**config.mk**
```make
export PLATFORM = sky130hd
export DESIGN_NAME = fsk_tx_framer
export DESIGN_NICKNAME = d
export VERILOG_FILES = /design/src/rtl/fsk_tx_framer.sv
export SDC_FILE = /design/constraint.sdc
export NUM_CORES = 1
export LEC_CHECK = 0
export CAP_MARGIN = 20
export CORE_ASPECT_RATIO = 0.5
export CORE_MARGIN = 5
export CORE_UTILIZATION = 25
export DETAILED_ROUTE_END_ITERATION = 8
export GPL_ROUTABILITY_DRIVEN = 0
export SETUP_SLACK_MARGIN = 0.3
export SYNTH_ARGS = -nofsm -noshare
export SYNTH_HDL_FRONTEND = slang
export SYNTH_SLANG_ARGS = --single-unit
```
**constraint.sdc**
```tcl
create_clock -name clk -period 4.4 [get_ports clk]
set_clock_uncertainty 0.15 [all_clocks]
set_input_delay 0.88 -clock clk [delete_from_list [all_inputs] [get_ports clk]]
set_output_delay 0.88 -clock clk [all_outputs]
set_load 0.03 [all_outputs]
```
**src/rtl/fsk_tx_framer.sv**
```systemverilog
// fsk_tx_framer: UART-style serial framer feeding the FSK tone selector.
// Words arrive over a valid/ready handshake into a small FIFO. Each word is
// sent as start (0), DATA_BITS data symbols LSB first, an optional parity
// symbol and STOP_BITS stop symbols (1). Every symbol lasts SYMBOL_PERIOD clocks.
//
// Optional feature: define FSK_TX_PARITY_EN to insert a parity symbol after
// the data (even parity, inverted when PARITY_ODD = 1).
//
// Ports:
//   clk             system clock, rising edge
//   rst_n           synchronous active-low reset
//   in_valid_i      in_data_i valid this cycle
//   in_data_i       word to transmit
//   in_ready_o      FIFO can accept (write on in_valid_i && in_ready_o)
//   bit_out_o       serial symbol stream
//   sending_o       high while any frame symbol is on bit_out_o
//   symbol_strobe_o one-cycle pulse on the first clock of each symbol
//   fifo_count_o    queued words, excluding the frame in flight
module fsk_tx_framer #(
  parameter int SYMBOL_PERIOD = 434,
  parameter int DATA_BITS     = 8,
  parameter int STOP_BITS     = 1,
  parameter int FIFO_DEPTH    = 4,
  parameter bit IDLE_LEVEL    = 1'b0,
  parameter bit PARITY_ODD    = 1'b0
) (
  input  logic                          clk,
  input  logic                          rst_n,
  input  logic                          in_valid_i,
  input  logic [DATA_BITS-1:0]          in_data_i,
  output logic                          in_ready_o,
  output logic                          bit_out_o,
  output logic                          sending_o,
  output logic                          symbol_strobe_o,
  output logic [$clog2(FIFO_DEPTH):0]   fifo_count_o
);

  localparam int PW = $clog2(FIFO_DEPTH);
  localparam int CW = PW + 1;
  localparam int TW = $clog2(SYMBOL_PERIOD);
  localparam logic [TW-1:0] T_LAST = TW'(SYMBOL_PERIOD - 1);
  localparam logic [3:0]    D_LAST = 4'(DATA_BITS - 1);
  localparam logic [3:0]    S_LAST = 4'(STOP_BITS - 1);

`ifdef FSK_TX_PARITY_EN
  typedef enum logic [2:0] {S_IDLE, S_START, S_DATA, S_PARITY, S_STOP} state_t;
`else
  typedef enum logic [2:0] {S_IDLE, S_START, S_DATA, S_STOP} state_t;
`endif

  // ---------------- FIFO ----------------
  logic [DATA_BITS-1:0] mem_q [FIFO_DEPTH];
  logic [PW-1:0]        wr_ptr_q, rd_ptr_q;
  logic [CW-1:0]        count_q, count_d;
  logic                 push, pop;
  logic [DATA_BITS-1:0] head;

  assign in_ready_o   = (count_q != CW'(FIFO_DEPTH));
  assign fifo_count_o = count_q;
  assign push         = in_valid_i && in_ready_o;
  assign head         = mem_q[rd_ptr_q];

  always_comb begin
    count_d = count_q;
    case ({push, pop})
      2'b10:   count_d = count_q + CW'(1);
      2'b01:   count_d = count_q - CW'(1);
      default: count_d = count_q;
    endcase
  end

  // Pointers wrap naturally because FIFO_DEPTH is a power of two.
  always_ff @(posedge clk) begin
    if (!rst_n) begin
      wr_ptr_q <= '0;
      rd_ptr_q <= '0;
      count_q  <= '0;
    end else begin
      if (push) wr_ptr_q <= wr_ptr_q + PW'(1);
      if (pop)  rd_ptr_q <= rd_ptr_q + PW'(1);
      count_q <= count_d;
    end
  end

  // Storage has no reset so it can map onto RAM; the read is registered by
  // the shift register load below.
  always_ff @(posedge clk) begin
    if (rst_n && push) mem_q[wr_ptr_q] <= in_data_i;
  end

  // ---------------- FSM ----------------
  state_t               state_q, state_d;
  logic [TW-1:0]        timer_q, timer_d;
  logic [3:0]           bit_cnt_q, bit_cnt_d;
  logic [DATA_BITS-1:0] shift_q, shift_d;
`ifdef FSK_TX_PARITY_EN
  logic                 parity_q, parity_d;
`endif

  // State register
  always_ff @(posedge clk) begin
    if (!rst_n) begin
      state_q   <= S_IDLE;
      timer_q   <= '0;
      bit_cnt_q <= '0;
      shift_q   <= '0;
`ifdef FSK_TX_PARITY_EN
      parity_q  <= 1'b0;
`endif
    end else begin
      state_q   <= state_d;
      timer_q   <= timer_d;
      bit_cnt_q <= bit_cnt_d;
      shift_q   <= shift_d;
`ifdef FSK_TX_PARITY_EN
      parity_q  <= parity_d;
`endif
    end
  end

  // Next-state logic
  logic load;
  always_comb begin
    state_d   = state_q;
    timer_d   = timer_q;
    bit_cnt_d = bit_cnt_q;
    shift_d   = shift_q;
`ifdef FSK_TX_PARITY_EN
    parity_d  = parity_q;
`endif
    load = 1'b0;
    pop  = 1'b0;

    if (state_q == S_IDLE) begin
      timer_d = '0;
      load    = (count_q != '0);
    end else if (timer_q != T_LAST) begin
      timer_d = timer_q + TW'(1);
    end else begin
      // Symbol boundary: move to the next symbol on this edge.
      timer_d   = '0;
      bit_cnt_d = '0;
      case (state_q)
        S_START: state_d = S_DATA;
        S_DATA: begin
          shift_d = shift_q >> 1;
          if (bit_cnt_q != D_LAST) begin
            bit_cnt_d = bit_cnt_q + 4'd1;
          end else begin
`ifdef FSK_TX_PARITY_EN
            state_d = S_PARITY;
`else
            state_d = S_STOP;
`endif
          end
        end
`ifdef FSK_TX_PARITY_EN
        S_PARITY: state_d = S_STOP;
`endif
        S_STOP: begin
          if (bit_cnt_q != S_LAST) begin
            bit_cnt_d = bit_cnt_q + 4'd1;
          end else if (count_q != '0) begin
            load = 1'b1;  // back-to-back frame, no idle gap
          end else begin
            state_d = S_IDLE;
          end
        end
        default: state_d = S_IDLE;
      endcase
    end

    if (load) begin
      pop       = 1'b1;
      state_d   = S_START;
      shift_d   = head;
      timer_d   = '0;
      bit_cnt_d = '0;
`ifdef FSK_TX_PARITY_EN
      parity_d  = (^head) ^ PARITY_ODD;
`endif
    end
  end

  // Output logic
  always_comb begin
    bit_out_o = IDLE_LEVEL;
    case (state_q)
      S_START:  bit_out_o = 1'b0;
      S_DATA:   bit_out_o = shift_q[0];
`ifdef FSK_TX_PARITY_EN
      S_PARITY: bit_out_o = parity_q;
`endif
      S_STOP:   bit_out_o = 1'b1;
      default:  bit_out_o = IDLE_LEVEL;
    endcase
    sending_o       = (state_q != S_IDLE);
    // The timer restarts at zero on every symbol change, including frame chaining.
    symbol_strobe_o = (state_q != S_IDLE) && (timer_q == '0);
  end

endmodule

```
==> impl_metrics.csv <==
group,metric,value,unit
yosys,yosysUniqueCellTypes,42,
setup_path,critPathLaunchType,"flop",
clocking,clk_latency,330,ps
cells_and_area,fill_cells,1123,
global_route,grt_pass1_vias,1842,
clocking,cts_made_buffers,9,
power,ir_worst_vdd,0.181,mV
setup_path,worstPathCellList,"inv_1 -> ha_1 -> or4bb_1 -> or4_4 -> and2_1 -> inv_2 -> ha_1 -> inv_1 -> fa_1 -> xor2_1 -> or3_1 -> a21oi_1",
timing,min_period,3450,ps
placed_design,dp.cells,403,
cells_and_area,multi_input_area,1180,sq um
cells_and_area,diodes,0,
timing,finalMaxSlewViolations,0,
yosys,yosysTopAreaCell,"edfxtp_1",
timing,finalSetupTns,0,ps
power,sequentialPowerShare,40.9,%
yosys,syn_inst,238,
yosys,synth_warnings,0,
yosys,synth_seq_area_share,55.1,%
detailed_routing,ant_nets,0,
placed_design,io_buffers,17,
clocking,cts-root-buf,"clkbuf_16",
detailed_routing,viasPerCell,4.41,
detailed_routing,wl_met2,2630,um
setup_path,crit_fanout,14,
detailed_routing,drc,0,
power,switching_share,28.8,%
detailed_routing,top_layer,"met4",
global_route,grt_max_degree,16,
cells_and_area,final_nets,280,
yosys,synthTopCellsByArea,"edfxtp_1 33%, dfxtp_1 22%, mux4_2 6.2%",
yosys,post-synth-top-area-fraction,33.1,%
cells_and_area,layout-area-overhead-vs-synth,20.9,%
power,p_leak,1.22,nW
detailed_routing,dr_total_vias,1847,
detailed_routing,wirelength,5480,um
yosys,ys_seq_elements,64,
status,status,"finished, final reports clean",
timing,finalHoldViolations,0,
timing,setup_violations,0,
timing,max_freq,290,MHz
detailed_routing,drtIter0Drc,87,
clocking,cts-hold-fix-buffers,0,
yosys,synth-main-ff-cell,"edfxtp_1",
clocking,post_cts_buffers,0,
yosys,avgSynthCellArea,12.2,sq um
run,maxCapViolations,0,
power,power.total,0.00185,W
setup_path,crit_type,"reg2reg",
die,initial_core_util,26.0,%
cells_and_area,final_cell_area,3510,sq um
placed_design,dp_hpwl,3790,um
clocking,htree_levels,3,
global_route,antenna_found_initial,0,
setup_path,endpoint_kind,"flop",
global_route,grt_pass1_wl,9360,um
timing,timing.final.ws_setup,954,ps
clocking,cts_sinks,64,
cells_and_area,drive_above_1_share,13.1,%
yosys,synth_commonest_cells,"32 x dfxtp_1, 32 x edfxtp_1, 20 x a21oi_1",
clocking,path_clk_slew,50,ps
setup_path,cpPeakStageDelay,530,ps
timing,slew_headroom,45.9,%
timing,min_period_over_period,78.3,%
detailed_routing,dr.pass1.iters,4,
yosys,synth_fp_nets,263,
die,row_count,27,
yosys,synth_edf_count,32,
power,p_clk_share,37.8,%
power,p_per_area,528,nW/um^2
power,p_comb_share,21.4,%
detailed_routing,wl_met3,206,um
global_route,overflow,0,
die,dieHeight,86.2,um
timing,worst_pin_slew,800,ps
power,internal_power,0.00132,W
setup_path,critPathSlowestCell,"or4_4",
placed_design,dp_slack,937,ps
yosys,synth_area,2900,sq um
placed_design,dpl_cell_area,3210,sq um
setup_path,arrival,3540,ps
die,die_w,162,um
cells_and_area,regArea,1600,sq um
die,ios,18,
power,switchingPower,0.000535,W
yosys,async_flop_share,0,%
global_route,grt_usage,8.61,%
detailed_routing,met1Wirelength,2570,um
die,core-area,11200,sq um
worst_hold_path,holdCritPathClass,"reg2reg",
timing,rsz0062_at_grt,"no",
detailed_routing,wire_per_inst,13.1,um
clocking,clk_path_buf_depth,2,
die,dieArea,14000,sq um
clocking,cts_resized,0,
cells_and_area,final_cells,419,
setup_path,cp.required,4500,ps
clocking,cts_tree,"done",
[sequential cells by signal (all words and copies together), names as in the netlist, named ones only]
name          cells
mem_q            32
shift_q           8
fifo_count_o      3
wr_ptr_q          2
bit_cnt_q         4
state_q           2
rd_ptr_q          2
timer_q           9
[metrics by stage]
step	hold slack [ps]	utilization (%)
after CTS	332	31.4
after global routing	368	31.4
after global placement	310	28.7
after floorplan	295	-
final	333	31.4
after detailed placement	326	28.7
[cells by family (layout without fill, tap and decap cells)]
| kind of cell | count (synthesis) | in the layout | synth area share (%) |
|---|---|---|---|
| AO/OA/AOI/OAI | 44 | 44 | 10.1 |
| XOR/XNOR | 7 | 7 | 2.11 |
| adder cells (fa/ha/maj) | 14 | 14 | 6.29 |
| buffers and inverters | 28 | 50 | 4.22 |
| flip-flops | 64 | 64 | 55.1 |
| multiplexers | 17 | 17 | 9.31 |
| AND/OR/NAND/NOR | 64 | 64 | 12.8 |
[area by class of cell]
type / count / share of cell area, %
Sequential cell: 64 / 45.6
Multi-Input combinational cell: 146 / 33.6
Clock buffer: 10 / 6.52
Tap cell: 159 / 5.66
Timing Repair Buffer: 17 / 4.85
Clock inverter: 6 / 1.96
Inverter: 17 / 1.82
[worst paths after layout]
path	from	endpoint	slack [ps]	cells after the start
worst max register to register	bit_cnt_q[0]$_SDFFE_PP0P_	fifo_count_o[2]$_SDFFE_PN0P_	950	12
worst min-delay path	rd_ptr_q[1]$_SDFFE_PN0P_	rd_ptr_q[1]$_SDFFE_PN0P_	330	2
worst min register to register	rd_ptr_q[1]$_SDFFE_PN0P_	rd_ptr_q[1]$_SDFFE_PN0P_	330	2
worst max-delay path	bit_cnt_q[0]$_SDFFE_PP0P_	fifo_count_o[2]$_SDFFE_PN0P_	950	12
[cell usage in the layout, fill, tap and decap left out, types with 6 or more instances in the layout]
| cell | n |
|---|---|
| dfxtp_1 | 32 |
| edfxtp_1 | 32 |
| a21oi_1 | 20 |
| clkdlybuf4s50_1 | 17 |
| inv_1 | 16 |
| ha_1 | 13 |
| nor2_1 | 12 |
| nand3_1 | 10 |
| mux2i_1 | 9 |
| clkbuf_16 | 9 |
| mux4_2 | 8 |
| nand2_1 | 8 |
| o21ai_0 | 8 |
| a211oi_2 | 7 |
| or3_1 | 6 |
[routing by layer]
layer  vias to the layer above  track usage (%)
met2                        30             13.9
li1                        916                -
met3                         6             3.80
met4                         0             2.92
met1                       895             10.3
met5                         -                0
[worst max-delay path: cells and delay by family, from the launching register on]
kind / cells / cell delay (ps)
fa+ha+maj: 3 / 700
simple gates: 4 / 1650
xor+xnor: 1 / 160
buf+inv: 3 / 230
compound gates: 1 / 150
flops: 1 / 330
[power groups by stage]
stage | combinational (W) | sequential, W | clock (W)
6_report | 0.000397 | 0.000758 | 0.000700
5_1_grt | 0.000445 | 0.000772 | 0.000743
4_1_cts | 0.000402 | 0.000761 | 0.000712
3_5_place_dp | 0.000399 | 0.000773 | 0
3_3_place_gp | 0.000388 | 0.000769 | 0
2_1_floorplan | 0.000314 | 0.000754 | 0
No activity file was read; power rests on OpenSTA's default activity.
